**src/rtl/mc_pkg.sv**
```systemverilog
// Shared encodings for the multicycle ARM-subset control unit.
// MCCTRL_CMP_EN adds CMP/TST as flag-only data-processing commands.
package mc_pkg;

   typedef enum logic [3:0] {
      StFetch,
      StDecode,
      StMemAdr,
      StMemRead,
      StMemWb,
      StMemWrite,
      StExecuteR,
      StExecuteI,
      StAluWb,
      StBranch
   } state_e;

   localparam logic [1:0] AluAdd = 2'b00;
   localparam logic [1:0] AluSub = 2'b01;
   localparam logic [1:0] AluAnd = 2'b10;
   localparam logic [1:0] AluOrr = 2'b11;

   localparam logic [1:0] SrcAReg    = 2'd0;
   localparam logic [1:0] SrcAPc     = 2'd1;
   localparam logic [1:0] SrcAAluOut = 2'd2;

   localparam logic [1:0] SrcBWd   = 2'd0;
   localparam logic [1:0] SrcBImm  = 2'd1;
   localparam logic [1:0] SrcBFour = 2'd2;

   localparam logic [1:0] ResAluOut    = 2'd0;
   localparam logic [1:0] ResData      = 2'd1;
   localparam logic [1:0] ResAluResult = 2'd2;

   localparam logic [1:0] OpDp     = 2'b00;
   localparam logic [1:0] OpMem    = 2'b01;
   localparam logic [1:0] OpBranch = 2'b10;

   localparam logic [3:0] CmdAnd = 4'b0000;
   localparam logic [3:0] CmdSub = 4'b0010;
   localparam logic [3:0] CmdAdd = 4'b0100;
   localparam logic [3:0] CmdTst = 4'b1000;
   localparam logic [3:0] CmdCmp = 4'b1010;
   localparam logic [3:0] CmdOrr = 4'b1100;

   localparam logic [3:0] CondEq = 4'b0000;
   localparam logic [3:0] CondNe = 4'b0001;
   localparam logic [3:0] CondCs = 4'b0010;
   localparam logic [3:0] CondCc = 4'b0011;
   localparam logic [3:0] CondMi = 4'b0100;
   localparam logic [3:0] CondPl = 4'b0101;
   localparam logic [3:0] CondVs = 4'b0110;
   localparam logic [3:0] CondVc = 4'b0111;
   localparam logic [3:0] CondHi = 4'b1000;
   localparam logic [3:0] CondLs = 4'b1001;
   localparam logic [3:0] CondGe = 4'b1010;
   localparam logic [3:0] CondLt = 4'b1011;
   localparam logic [3:0] CondGt = 4'b1100;
   localparam logic [3:0] CondLe = 4'b1101;
   localparam logic [3:0] CondAl = 4'b1110;

   typedef struct packed {
      logic [1:0] alu_ctrl;
      logic       no_wr;    // command never writes the register file
      logic [1:0] flag_w;   // [1] NZ, [0] CV requested (before CondEx)
   } alu_dec_t;

   // funct[4:1] is the ARM command, funct[0] the S bit.
   function automatic alu_dec_t alu_decode(input logic [4:0] funct);
      alu_dec_t d;
      logic     s;
      s          = funct[0];
      d.alu_ctrl = AluAdd;
      d.no_wr    = 1'b0;
      d.flag_w   = 2'b00;
      case (funct[4:1])
         CmdAdd: begin d.alu_ctrl = AluAdd; d.flag_w = {s, s};    end
         CmdSub: begin d.alu_ctrl = AluSub; d.flag_w = {s, s};    end
         CmdAnd: begin d.alu_ctrl = AluAnd; d.flag_w = {s, 1'b0}; end
         CmdOrr: begin d.alu_ctrl = AluOrr; d.flag_w = {s, 1'b0}; end
`ifdef MCCTRL_CMP_EN
         CmdCmp: begin d.alu_ctrl = AluSub; d.flag_w = {s, s};    d.no_wr = 1'b1; end
         CmdTst: begin d.alu_ctrl = AluAnd; d.flag_w = {s, 1'b0}; d.no_wr = 1'b1; end
`endif
         default: d.no_wr = 1'b1;
      endcase
      return d;
   endfunction

   // flags = {N, Z, C, V}
   function automatic logic cond_check(input logic [3:0] cond, input logic [3:0] flags);
      logic n, z, c, v;
      logic ex;
      {n, z, c, v} = flags;
      case (cond)
         CondEq:  ex = z;
         CondNe:  ex = ~z;
         CondCs:  ex = c;
         CondCc:  ex = ~c;
         CondMi:  ex = n;
         CondPl:  ex = ~n;
         CondVs:  ex = v;
         CondVc:  ex = ~v;
         CondHi:  ex = c & ~z;
         CondLs:  ex = ~c | z;
         CondGe:  ex = (n == v);
         CondLt:  ex = (n != v);
         CondGt:  ex = ~z & (n == v);
         CondLe:  ex = z | (n != v);
         CondAl:  ex = 1'b1;
         default: ex = 1'b0;
      endcase
      return ex;
   endfunction

endpackage

```
**src/rtl/cond_logic.sv**
```systemverilog
// Condition unit: stored NZCV flags, condition evaluation against them, and
// condition-gated flag writes.
module cond_logic
   import mc_pkg::*;
(
   input  logic       clk,
   input  logic       reset,
   input  logic [3:0] cond,
   input  logic [3:0] alu_flags,
   input  logic [1:0] flag_w,
   output logic       cond_ex
);

   logic [3:0] flags_q, flags_d;

   // Evaluated on the stored flags so an S-instruction cannot gate itself.
   assign cond_ex = cond_check(cond, flags_q);

   always_comb begin
      flags_d = flags_q;
      if (flag_w[1] && cond_ex) flags_d[3:2] = alu_flags[3:2];
      if (flag_w[0] && cond_ex) flags_d[1:0] = alu_flags[1:0];
   end

   always_ff @(posedge clk or negedge reset) begin
      if (!reset) flags_q <= 4'b0000;
      else        flags_q <= flags_d;
   end

endmodule

```
**src/rtl/multicycle_ctrl.sv**
```systemverilog
// Multicycle ARM-subset control unit: Moore main FSM plus output decode.
// Define MCCTRL_CMP_EN to execute CMP/TST as flag-only commands.
module multicycle_ctrl
   import mc_pkg::*;
(
   input  logic        clk,
   input  logic        reset,
   input  logic [19:0] Instr,
   input  logic [3:0]  ALUFlags,
   output logic        PCWrite,
   output logic        MemWrite,
   output logic        RegWrite,
   output logic        IRWrite,
   output logic        AdrSrc,
   output logic [1:0]  RegSrc,
   output logic [1:0]  ALUSrcA,
   output logic [1:0]  ALUSrcB,
   output logic [1:0]  ResultSrc,
   output logic [1:0]  ImmSrc,
   output logic [1:0]  ALUControl
);

   state_e     state_q, state_d;
   logic [3:0] cond;
   logic [1:0] op;
   logic [5:0] funct;
   logic [3:0] rd;
   logic       unused_rn;
   alu_dec_t   dec;
   logic       cond_ex;
   logic [1:0] flag_w;
   logic       next_pc, branch, reg_w, mem_w, ir_w;
   logic       cmd_no_wr, pcs;

   assign cond      = Instr[19:16];
   assign op        = Instr[15:14];
   assign funct     = Instr[13:8];
   assign rd        = Instr[3:0];
   assign unused_rn = ^Instr[7:4];

   assign dec = alu_decode(funct[4:0]);

   always_ff @(posedge clk or negedge reset) begin
      if (!reset) state_q <= StFetch;
      else        state_q <= state_d;
   end

   always_comb begin
      state_d = StFetch;
      unique case (state_q)
         StFetch:  state_d = StDecode;
         StDecode: begin
            case (op)
               OpMem:    state_d = StMemAdr;
               OpDp:     state_d = funct[5] ? StExecuteI : StExecuteR;
               OpBranch: state_d = StBranch;
               default:  state_d = StFetch;
            endcase
         end
         StMemAdr:   state_d = funct[0] ? StMemRead : StMemWrite;
         StMemRead:  state_d = StMemWb;
         StMemWb:    state_d = StFetch;
         StMemWrite: state_d = StFetch;
         StExecuteR: state_d = StAluWb;
         StExecuteI: state_d = StAluWb;
         StAluWb:    state_d = StFetch;
         StBranch:   state_d = StFetch;
         default:    state_d = StFetch;
      endcase
   end

   always_comb begin
      next_pc    = 1'b0;
      branch     = 1'b0;
      reg_w      = 1'b0;
      mem_w      = 1'b0;
      ir_w       = 1'b0;
      flag_w     = 2'b00;
      AdrSrc     = 1'b0;
      ALUSrcA    = SrcAReg;
      ALUSrcB    = SrcBWd;
      ResultSrc  = ResAluOut;
      ALUControl = AluAdd;
      unique case (state_q)
         StFetch: begin
            ir_w      = 1'b1;
            next_pc   = 1'b1;
            ALUSrcA   = SrcAPc;
            ALUSrcB   = SrcBFour;
            ResultSrc = ResAluResult;
         end
         StDecode: begin
            // PC+8 is produced here and forwarded as R15 for the read ports.
            ALUSrcA   = SrcAPc;
            ALUSrcB   = SrcBFour;
            ResultSrc = ResAluResult;
         end
         StMemAdr:  ALUSrcB = SrcBImm;
         StMemRead: begin
            AdrSrc    = 1'b1;
            ResultSrc = ResAluOut;
         end
         StMemWb: begin
            ResultSrc = ResData;
            reg_w     = 1'b1;
         end
         StMemWrite: begin
            AdrSrc    = 1'b1;
            ResultSrc = ResAluOut;
            mem_w     = 1'b1;
         end
         StExecuteR: begin
            ALUSrcB    = SrcBWd;
            ALUControl = dec.alu_ctrl;
            flag_w     = dec.flag_w;
         end
         StExecuteI: begin
            ALUSrcB    = SrcBImm;
            ALUControl = dec.alu_ctrl;
            flag_w     = dec.flag_w;
         end
         StAluWb: begin
            ResultSrc = ResAluOut;
            reg_w     = 1'b1;
         end
         StBranch: begin
            ALUSrcA   = SrcAAluOut;
            ALUSrcB   = SrcBImm;
            ResultSrc = ResAluResult;
            branch    = 1'b1;
         end
         default: ;
      endcase
   end

   // Register-read selects are a pure function of the instruction class.
   assign RegSrc = {op == OpMem, op == OpBranch};
   assign ImmSrc = op;

   assign cmd_no_wr = (state_q == StAluWb) & dec.no_wr;
   assign pcs       = (rd == 4'hF) & reg_w & ~cmd_no_wr;

   // Enables are held low for the whole time reset is asserted.
   assign PCWrite  = reset & (next_pc | ((branch | pcs) & cond_ex));
   assign RegWrite = reset & reg_w & cond_ex & ~cmd_no_wr;
   assign MemWrite = reset & mem_w & cond_ex;
   assign IRWrite  = reset & ir_w;

   cond_logic u_cond (
      .clk       (clk),
      .reset     (reset),
      .cond      (cond),
      .alu_flags (ALUFlags),
      .flag_w    (flag_w),
      .cond_ex   (cond_ex)
   );

endmodule
```
**config.mk**
```make
export PLATFORM = sky130hd
export DESIGN_NAME = multicycle_ctrl
export DESIGN_NICKNAME = d
export VERILOG_FILES = /design/src/rtl/mc_pkg.sv /design/src/rtl/cond_logic.sv /design/src/rtl/multicycle_ctrl.sv
export SDC_FILE = /design/constraint.sdc
export NUM_CORES = 1
export LEC_CHECK = 0
export ABC_AREA = 1
export BUFFER_PORTS_ARGS = -buffer_cell sky130_fd_sc_hd__buf_2
export CAP_MARGIN = 20
export CELL_PAD_IN_SITES_DETAIL_PLACEMENT = 1
export CELL_PAD_IN_SITES_GLOBAL_PLACEMENT = 2
export CORE_MARGIN = 2
export CORE_UTILIZATION = 20
export CTS_CLUSTER_DIAMETER = 100
export DETAILED_ROUTE_END_ITERATION = 7
export PLACE_DENSITY = 0.74
export SLEW_MARGIN = 20
export SYNTH_ARGS = -nofsm -noshare
export SYNTH_HDL_FRONTEND = slang
export SYNTH_SLANG_ARGS = --single-unit
```
**constraint.sdc**
```tcl
create_clock -name clk -period 1.75 [get_ports clk]
set_input_delay 0.175 -clock clk [delete_from_list [all_inputs] [get_ports clk]]
set_output_delay 0.175 -clock clk [all_outputs]
set_load 0.01 [all_outputs]
```
==> results.sh, run 1 <==
export IMPL_async_reset_ff_frac=1.00
export IMPL_synthToLayoutAreaGrowth_pct=42.1
export IMPL_path_cells="inv_1 > nor2_1 > nand2_1 > nand2_1 > nand3_1 > nand2_1 > buf_2"
export IMPL_path_max_fanout=5
export IMPL_diodes=0
export IMPL_clockPowerShare=0.196
export IMPL_grt_pass1_vias=1109
export IMPL_port_buffers=38
export IMPL_slowest_stage="dfrtp_1"
export IMPL_syn_avg_cell_area_sq_um=5.44
export IMPL_cp_depth=7
export IMPL_clock_skew_ns=0.00229
export IMPL_synthCells=149
export IMPL_synth_edf_count=0
export IMPL_dr_pass1_iters=3
export IMPL_dpl_hpwl_mm=2.44
export IMPL_whs_path_depth=3
export IMPL_cp_buffers_inverters=2
export IMPL_setup_violations=0
export IMPL_ys_types=17
export IMPL_synth_ff_type="dfrtp_1"
export IMPL_grt_max_degree=12
export IMPL_seqPwrFrac=0.254
export IMPL_core_area_sq_um=3940
export IMPL_vias=1088
export IMPL_clockBufferDepth=2
export IMPL_p_leak_nw=0.679
export IMPL_p_switching_mw=0.503
export IMPL_fin_cells=244
export IMPL_drtIter0Drc=23
export IMPL_htreeDepth=1
export IMPL_cp_required_ns=1.57
export IMPL_max_slew_margin_rel=0.778
export IMPL_gr_total_overflow=0
export IMPL_drv_cap=0
export IMPL_clk_pin_slew_ns=0.04
export IMPL_cts_sinks=8
export IMPL_antenna_left=0
export IMPL_ys_seq_area_frac=0.247
export IMPL_slew_viol_final=0
export IMPL_synth_seq_cells=8
export IMPL_cellInternalPower_mw=0.615
export IMPL_tightest_slew_ns=0.331
export IMPL_design_area_sq_um=1150
export IMPL_cp_end_kind="output pin"
export IMPL_routabilityCongestion=0.800
export IMPL_antenna_found_initial=0
export IMPL_placed_area_sq_um=1060
export IMPL_timing_critical_path_from_type="flop"
export IMPL_cts_buffers_inserted=3
export IMPL_wl_per_cell_um=11.9
export IMPL_start_util=0.206
export IMPL_syn_cell_area_sq_um=811
export IMPL_die_h_um=67.7
export IMPL_peakVddDrop_mv=0.472
export IMPL_max_stage_delay_ns=0.42
export IMPL_yosysWarningCount=0
export IMPL_placedCellCount=236
export IMPL_n_fill_cell=545
export IMPL_cts_tree="done"
export IMPL_root_buffer="clkbuf_8"
export IMPL_drive_gt1_frac=0.309
export IMPL_hold_viol=0
export IMPL_pre_cts_slack_ns=0.182
export IMPL_critical_path_top_delay_family="simple AND/OR/NAND/NOR gates"
export IMPL_power_density_nw_per_um2=970
export IMPL_grt_setup_unrepaired="yes"
export IMPL_combinationalPowerShare=0.550
export IMPL_remaining_drc_errors=0
export IMPL_die_x_um=67.7
export IMPL_crit_type="flop to output pin"
export IMPL_crit_arrival_ns=1.51
export IMPL_synth_nets=175
export IMPL_min_period_over_period=0.965
export IMPL_hp_class="input pin to flop"
export IMPL_period_minus_slack_ns=1.69
export IMPL_die_area_sq_um=4580
export IMPL_routed_wl_mm=2.89
export IMPL_status="finished clean"
export IMPL_layout_setup_ws_ns=0.0605
export IMPL_nNetsFinal=222
export IMPL_grt_pass1_wl_mm=4.89
export IMPL_rr_worst_depth=6
export IMPL_sw_frac_of_total=0.450
export IMPL_grtUsageTotal=0.139
export IMPL_rows=23
export IMPL_viasPerCell=4.46
export IMPL_fmax_mhz=592
export IMPL_num_io_pins=43
export IMPL_worstSkewPairLatency_ns=0.23
export IMPL_crit_path_frequent_cell="nand2_1"
synthesized netlist by cell type (2+ instances only):
cell / instances / area share
a21oi_1: 4 / 0.025
dfrtp_1: 8 / 0.25
buf_4: 2 / 0.019
nor2_1: 22 / 0.10
nor3_1: 2 / 0.012
o21ai_0: 5 / 0.031
inv_1: 26 / 0.12
nor2_2: 3 / 0.023
o31ai_1: 2 / 0.019
nand2_1: 49 / 0.23
nand3_1: 20 / 0.12
final cells by class:
cell class	count	area [sq um]	area share
Inverter	26	97.6	0.0847
Tap cell	50	62.6	0.0543
Clock buffer	3	41.3	0.0358
Timing Repair Buffer	44	238	0.206
Multi-Input combinational cell	113	510	0.443
Sequential cell	8	203	0.176
final timing paths:
path                       slack (ns)                          start                             to
max in group asynchronous        1.19                          reset  u_cond.flags_q[3]$_DFFE_PN0P_
min                              0.18                    ALUFlags[3]  u_cond.flags_q[3]$_DFFE_PN0P_
min in group asynchronous        0.34                          reset           state_q[0]$_DFF_PN0_
max                              0.06           state_q[0]$_DFF_PN0_                        PCWrite
min reg2reg                      0.54  u_cond.flags_q[2]$_DFFE_PN0P_  u_cond.flags_q[2]$_DFFE_PN0P_
max reg2reg                      0.27           state_q[3]$_DFF_PN0_  u_cond.flags_q[3]$_DFFE_PN0P_
power by group through the flow:
| stage | Clock, mW | Combinational [mW] | Sequential (mW) |
|---|---|---|---|
| after floorplan | 0 | 0.345 | 0.273 |
| after global placement | 0 | 0.545 | 0.288 |
| after detailed placement | 0 | 0.557 | 0.291 |
| after CTS | 0.227 | 0.569 | 0.289 |
| after global routing | 0.236 | 0.708 | 0.293 |
| final | 0.219 | 0.615 | 0.284 |
layer usage:
metal / global-route usage / vias up / routed length, um
li1: - / 559 / -
met1: 0.150 / 504 / 1130
met2: 0.278 / 25 / 1640
met3: 0.0250 / 0 / 121
met4: 0.0230 / 0 / 0
met5: 0 / - / 0
flip-flops by register name, summed over array words and instances (netlist names):
name,cells
u_cond.flags_q,4
state_q,4
placed cells by master (no fill, tap or decap), drive strengths merged:
master | synthesis | final
nand2 | 50 | 50
buf | 2 | 43
inv | 26 | 26
nor2 | 25 | 25
nand3 | 20 | 20
dfrtp | 8 | 8
o21ai | 5 | 5
a21oi | 5 | 5
clkbuf | 0 | 3
o31ai | 2 | 2
nor3 | 2 | 2
o211ai | 1 | 1
o22ai | 1 | 1
nand4 | 1 | 1
nor3b | 1 | 1
dlygate4sd3 | 0 | 1
cells by family after synthesis:
| kind of cell | Yosys count | share of synthesized area |
|---|---|---|
| flip-flops | 8 | 0.247 |
| AND/OR/NAND/NOR | 99 | 0.512 |
| buffers and inverters | 28 | 0.139 |
| AO/OA/AOI/OAI | 14 | 0.102 |
per-stage QoR:
step	utilization	power [mW]	setup TNS, ns	hold slack [ns]
global placement	0.268	0.833	0	0.0516
finish	0.292	1.12	0	0.181
floorplan	-	0.618	0	-0.121
global route	0.292	1.24	-0.211	0.197
CTS	0.283	1.08	0	0.180
detailed placement	0.268	0.848	0	0.0513
worst reg2reg max path, cell delays in order (launching register included):
cell     delay (ns)
dfrtp_1        0.39
nor2_2         0.21
nand2_1        0.18
nor3_1         0.35
nand2_1        0.12
nand2_1        0.07
nand2_1        0.04
what timing repair did:
item | CTS | global route
resized for setup | 2 | 7
setup endpoints to repair | 3 | 4
hold endpoints to repair | 8 | 0
hold buffers | 1 | 0
setup buffers | 1 | 3
pin swaps | 0 | 6
No activity file was read; power rests on OpenSTA's default activity.
==> inputs of run 2 (changes only) <==
--- a/config.mk
+++ b/config.mk
@@ -8,13 +8,11 @@
 export ABC_AREA = 1
 export BUFFER_PORTS_ARGS = -buffer_cell sky130_fd_sc_hd__buf_2
 export CAP_MARGIN = 20
-export CELL_PAD_IN_SITES_DETAIL_PLACEMENT = 1
-export CELL_PAD_IN_SITES_GLOBAL_PLACEMENT = 2
 export CORE_MARGIN = 2
-export CORE_UTILIZATION = 20
+export CORE_UTILIZATION = 47
 export CTS_CLUSTER_DIAMETER = 100
 export DETAILED_ROUTE_END_ITERATION = 7
-export PLACE_DENSITY = 0.74
+export PLACE_DENSITY = 0.79
 export SLEW_MARGIN = 20
 export SYNTH_ARGS = -nofsm -noshare
 export SYNTH_HDL_FRONTEND = slang
==> constraint.sdc (replaced) <==
create_clock -name clk -period 2.17 [get_ports clk]
set_input_delay 0.217 -clock clk [delete_from_list [all_inputs] [get_ports clk]]
set_output_delay 0.217 -clock clk [all_outputs]
set_load 0.01 [all_outputs]
==> results.sh, run 2 (synthesis results as in run 1) <==
export IMPL_r2r_slack_ns=0.74
export IMPL_start_util=0.485
export IMPL_synthToLayoutAreaGrowth_pct=28.2
export IMPL_finalSetupTns_ns=0
export IMPL_clockPowerShare=0.146
export IMPL_slew_viol_final=0
export IMPL_rr_worst_depth=6
export IMPL_largest_registers="state_q (4), u_cond.flags_q (4)"
export IMPL_drtIter0Drc=13
export IMPL_grt_max_degree=12
export IMPL_hp_class="input pin to flop"
export IMPL_register_area_sq_um=200
export IMPL_status="finished clean"
export IMPL_cts_tree="done"
export IMPL_cp_required_ns=1.95
export IMPL_max_stage_delay_ns=0.42
export IMPL_placedCellCount=202
export IMPL_vias=1052
export IMPL_core_area_sq_um=1670
export IMPL_wl_per_cell_um=10.0
export IMPL_dr_pass1_iters=6
export IMPL_crit_path_frequent_cell="nand2_1"
export IMPL_viasPerCell=5.11
export IMPL_power_density_nw_per_um2=740
export IMPL_combinationalPowerShare=0.556
export IMPL_path_cells="inv_1 > nand2_1 > nand3_1 > nand2_1 > nand2_1 > nand2_1 > nor2_1 > nand2_2 > nand2_1 > nor2_1 > buf_2"
export IMPL_rows=15
export IMPL_multi_input_area_sq_um=498
export IMPL_whs_ns=0.199
export IMPL_routed_wl_mm=2.07
export IMPL_crit_arrival_ns=1.64
export IMPL_seqPwrFrac=0.298
export IMPL_finalCoreUtilization=0.622
export IMPL_dr_wl_met2_mm=1.11
export IMPL_cts_buffers_inserted=3
export IMPL_timing_critical_path_from_type="flop"
export IMPL_grt_pass1_vias=897
export IMPL_final_common_cell="nand2_1"
export IMPL_cts_sinks=8
export IMPL_antenna_found_initial=0
export IMPL_clk_pin_slew_ns=0.06
export IMPL_root_buffer="clkbuf_4"
export IMPL_wl_met3_um=98
export IMPL_drt_met1_wl_um=856
export IMPL_num_io_pins=43
export IMPL_die_area_sq_um=2070
export IMPL_htreeDepth=1
export IMPL_grtUsageTotal=0.216
export IMPL_routabilityCongestion=0.889
export IMPL_drv_cap=0
export IMPL_placed_area_sq_um=1010
export IMPL_crit_type="flop to output pin"
export IMPL_design_area_sq_um=1040
export IMPL_maxUsedRoutingLayer="met4"
export IMPL_setup_violations=0
export IMPL_clockBufferDepth=2
export IMPL_path_max_fanout=8
export IMPL_slowest_stage="dfrtp_1"
export IMPL_worstSkewPairLatency_ns=0.25
export IMPL_sw_frac_of_total=0.472
export IMPL_hold_viol=0
export IMPL_grt_pass1_wl_mm=3.35
export IMPL_dpl_hpwl_mm=1.73
export IMPL_cellInternalPower_mw=0.406
export IMPL_remaining_drc_errors=0
export IMPL_die_x_um=45.5
export IMPL_diodes=0
export IMPL_nNetsFinal=217
export IMPL_n_fill_cell=171
export IMPL_die_h_um=45.5
export IMPL_p_switching_mw=0.363
export IMPL_whs_path_depth=3
export IMPL_fin_cells=206
export IMPL_p_leak_nw=0.648
export IMPL_gr_total_overflow=0
export IMPL_power_mw=0.770
export IMPL_period_minus_slack_ns=1.85
export IMPL_pre_cts_slack_ns=0.572
export IMPL_min_period_over_period=0.854
export IMPL_layout_setup_ws_ns=0.316
export IMPL_final_cell_mix="nand2_1, buf_2, inv_1, nor2_1, nand3_1"
export IMPL_grt_setup_unrepaired="no"
export IMPL_peakVddDrop_mv=0.432
export IMPL_tightest_slew_ns=0.322
export IMPL_clock_skew_ns=0.00832
export IMPL_cp_end_kind="output pin"
export IMPL_fmax_mhz=540
export IMPL_antenna_left=0
export IMPL_max_slew_margin_rel=0.784
export IMPL_port_buffers=38
export IMPL_cts_resized=0
export IMPL_drive_gt1_frac=0.243
-- run 2: power by group through the flow --
stage               logic [mW]  registers (mW)  clock network, mW
floorplan                0.278           0.220                  0
global placement         0.414           0.229                  0
detailed placement       0.426           0.232                  0
CTS                      0.430           0.229              0.115
global route             0.479           0.234              0.123
finish                   0.428           0.230              0.112
-- run 2: timing repair --
item,CTS,global route
setup buffers,0,0
hold buffers,1,0
endpoints found under the hold margin,8,0
-- run 2: final timing paths --
| check | startpoint | endpoint |
|---|---|---|
| max reg2reg | state_q[3]$_DFF_PN0_ | u_cond.flags_q[3]$_DFFE_PN0P_ |
| min in group asynchronous | reset | u_cond.flags_q[0]$_DFFE_PN0P_ |
| min reg2reg | u_cond.flags_q[2]$_DFFE_PN0P_ | u_cond.flags_q[2]$_DFFE_PN0P_ |
| max in group asynchronous | reset | state_q[0]$_DFF_PN0_ |
| min | ALUFlags[3] | u_cond.flags_q[3]$_DFFE_PN0P_ |
| max | u_cond.flags_q[3]$_DFFE_PN0P_ | RegWrite |
-- run 2: area by class of cell --
class / count / area share
repair buffers: 39 / 0.193
inverters: 26 / 0.0939
well taps: 17 / 0.0205
flip-flops and latches: 8 / 0.193
multi-input cells: 113 / 0.479
clock buffers: 3 / 0.0217
-- run 2: per-layer routing --
metal	vias up	global-route usage
li1	548	-
met1	479	0.229
met2	23	0.425
met3	2	0.0357
met4	0	0.0588
met5	-	0
-- run 2: critical path, delay by kind of cell (launching register included) --
| family | cells | cell delay, ns |
|---|---|---|
| and+or+nand+nor | 9 | 0.71 |
| DFF | 1 | 0.42 |
| buffers and inverters | 2 | 0.24 |
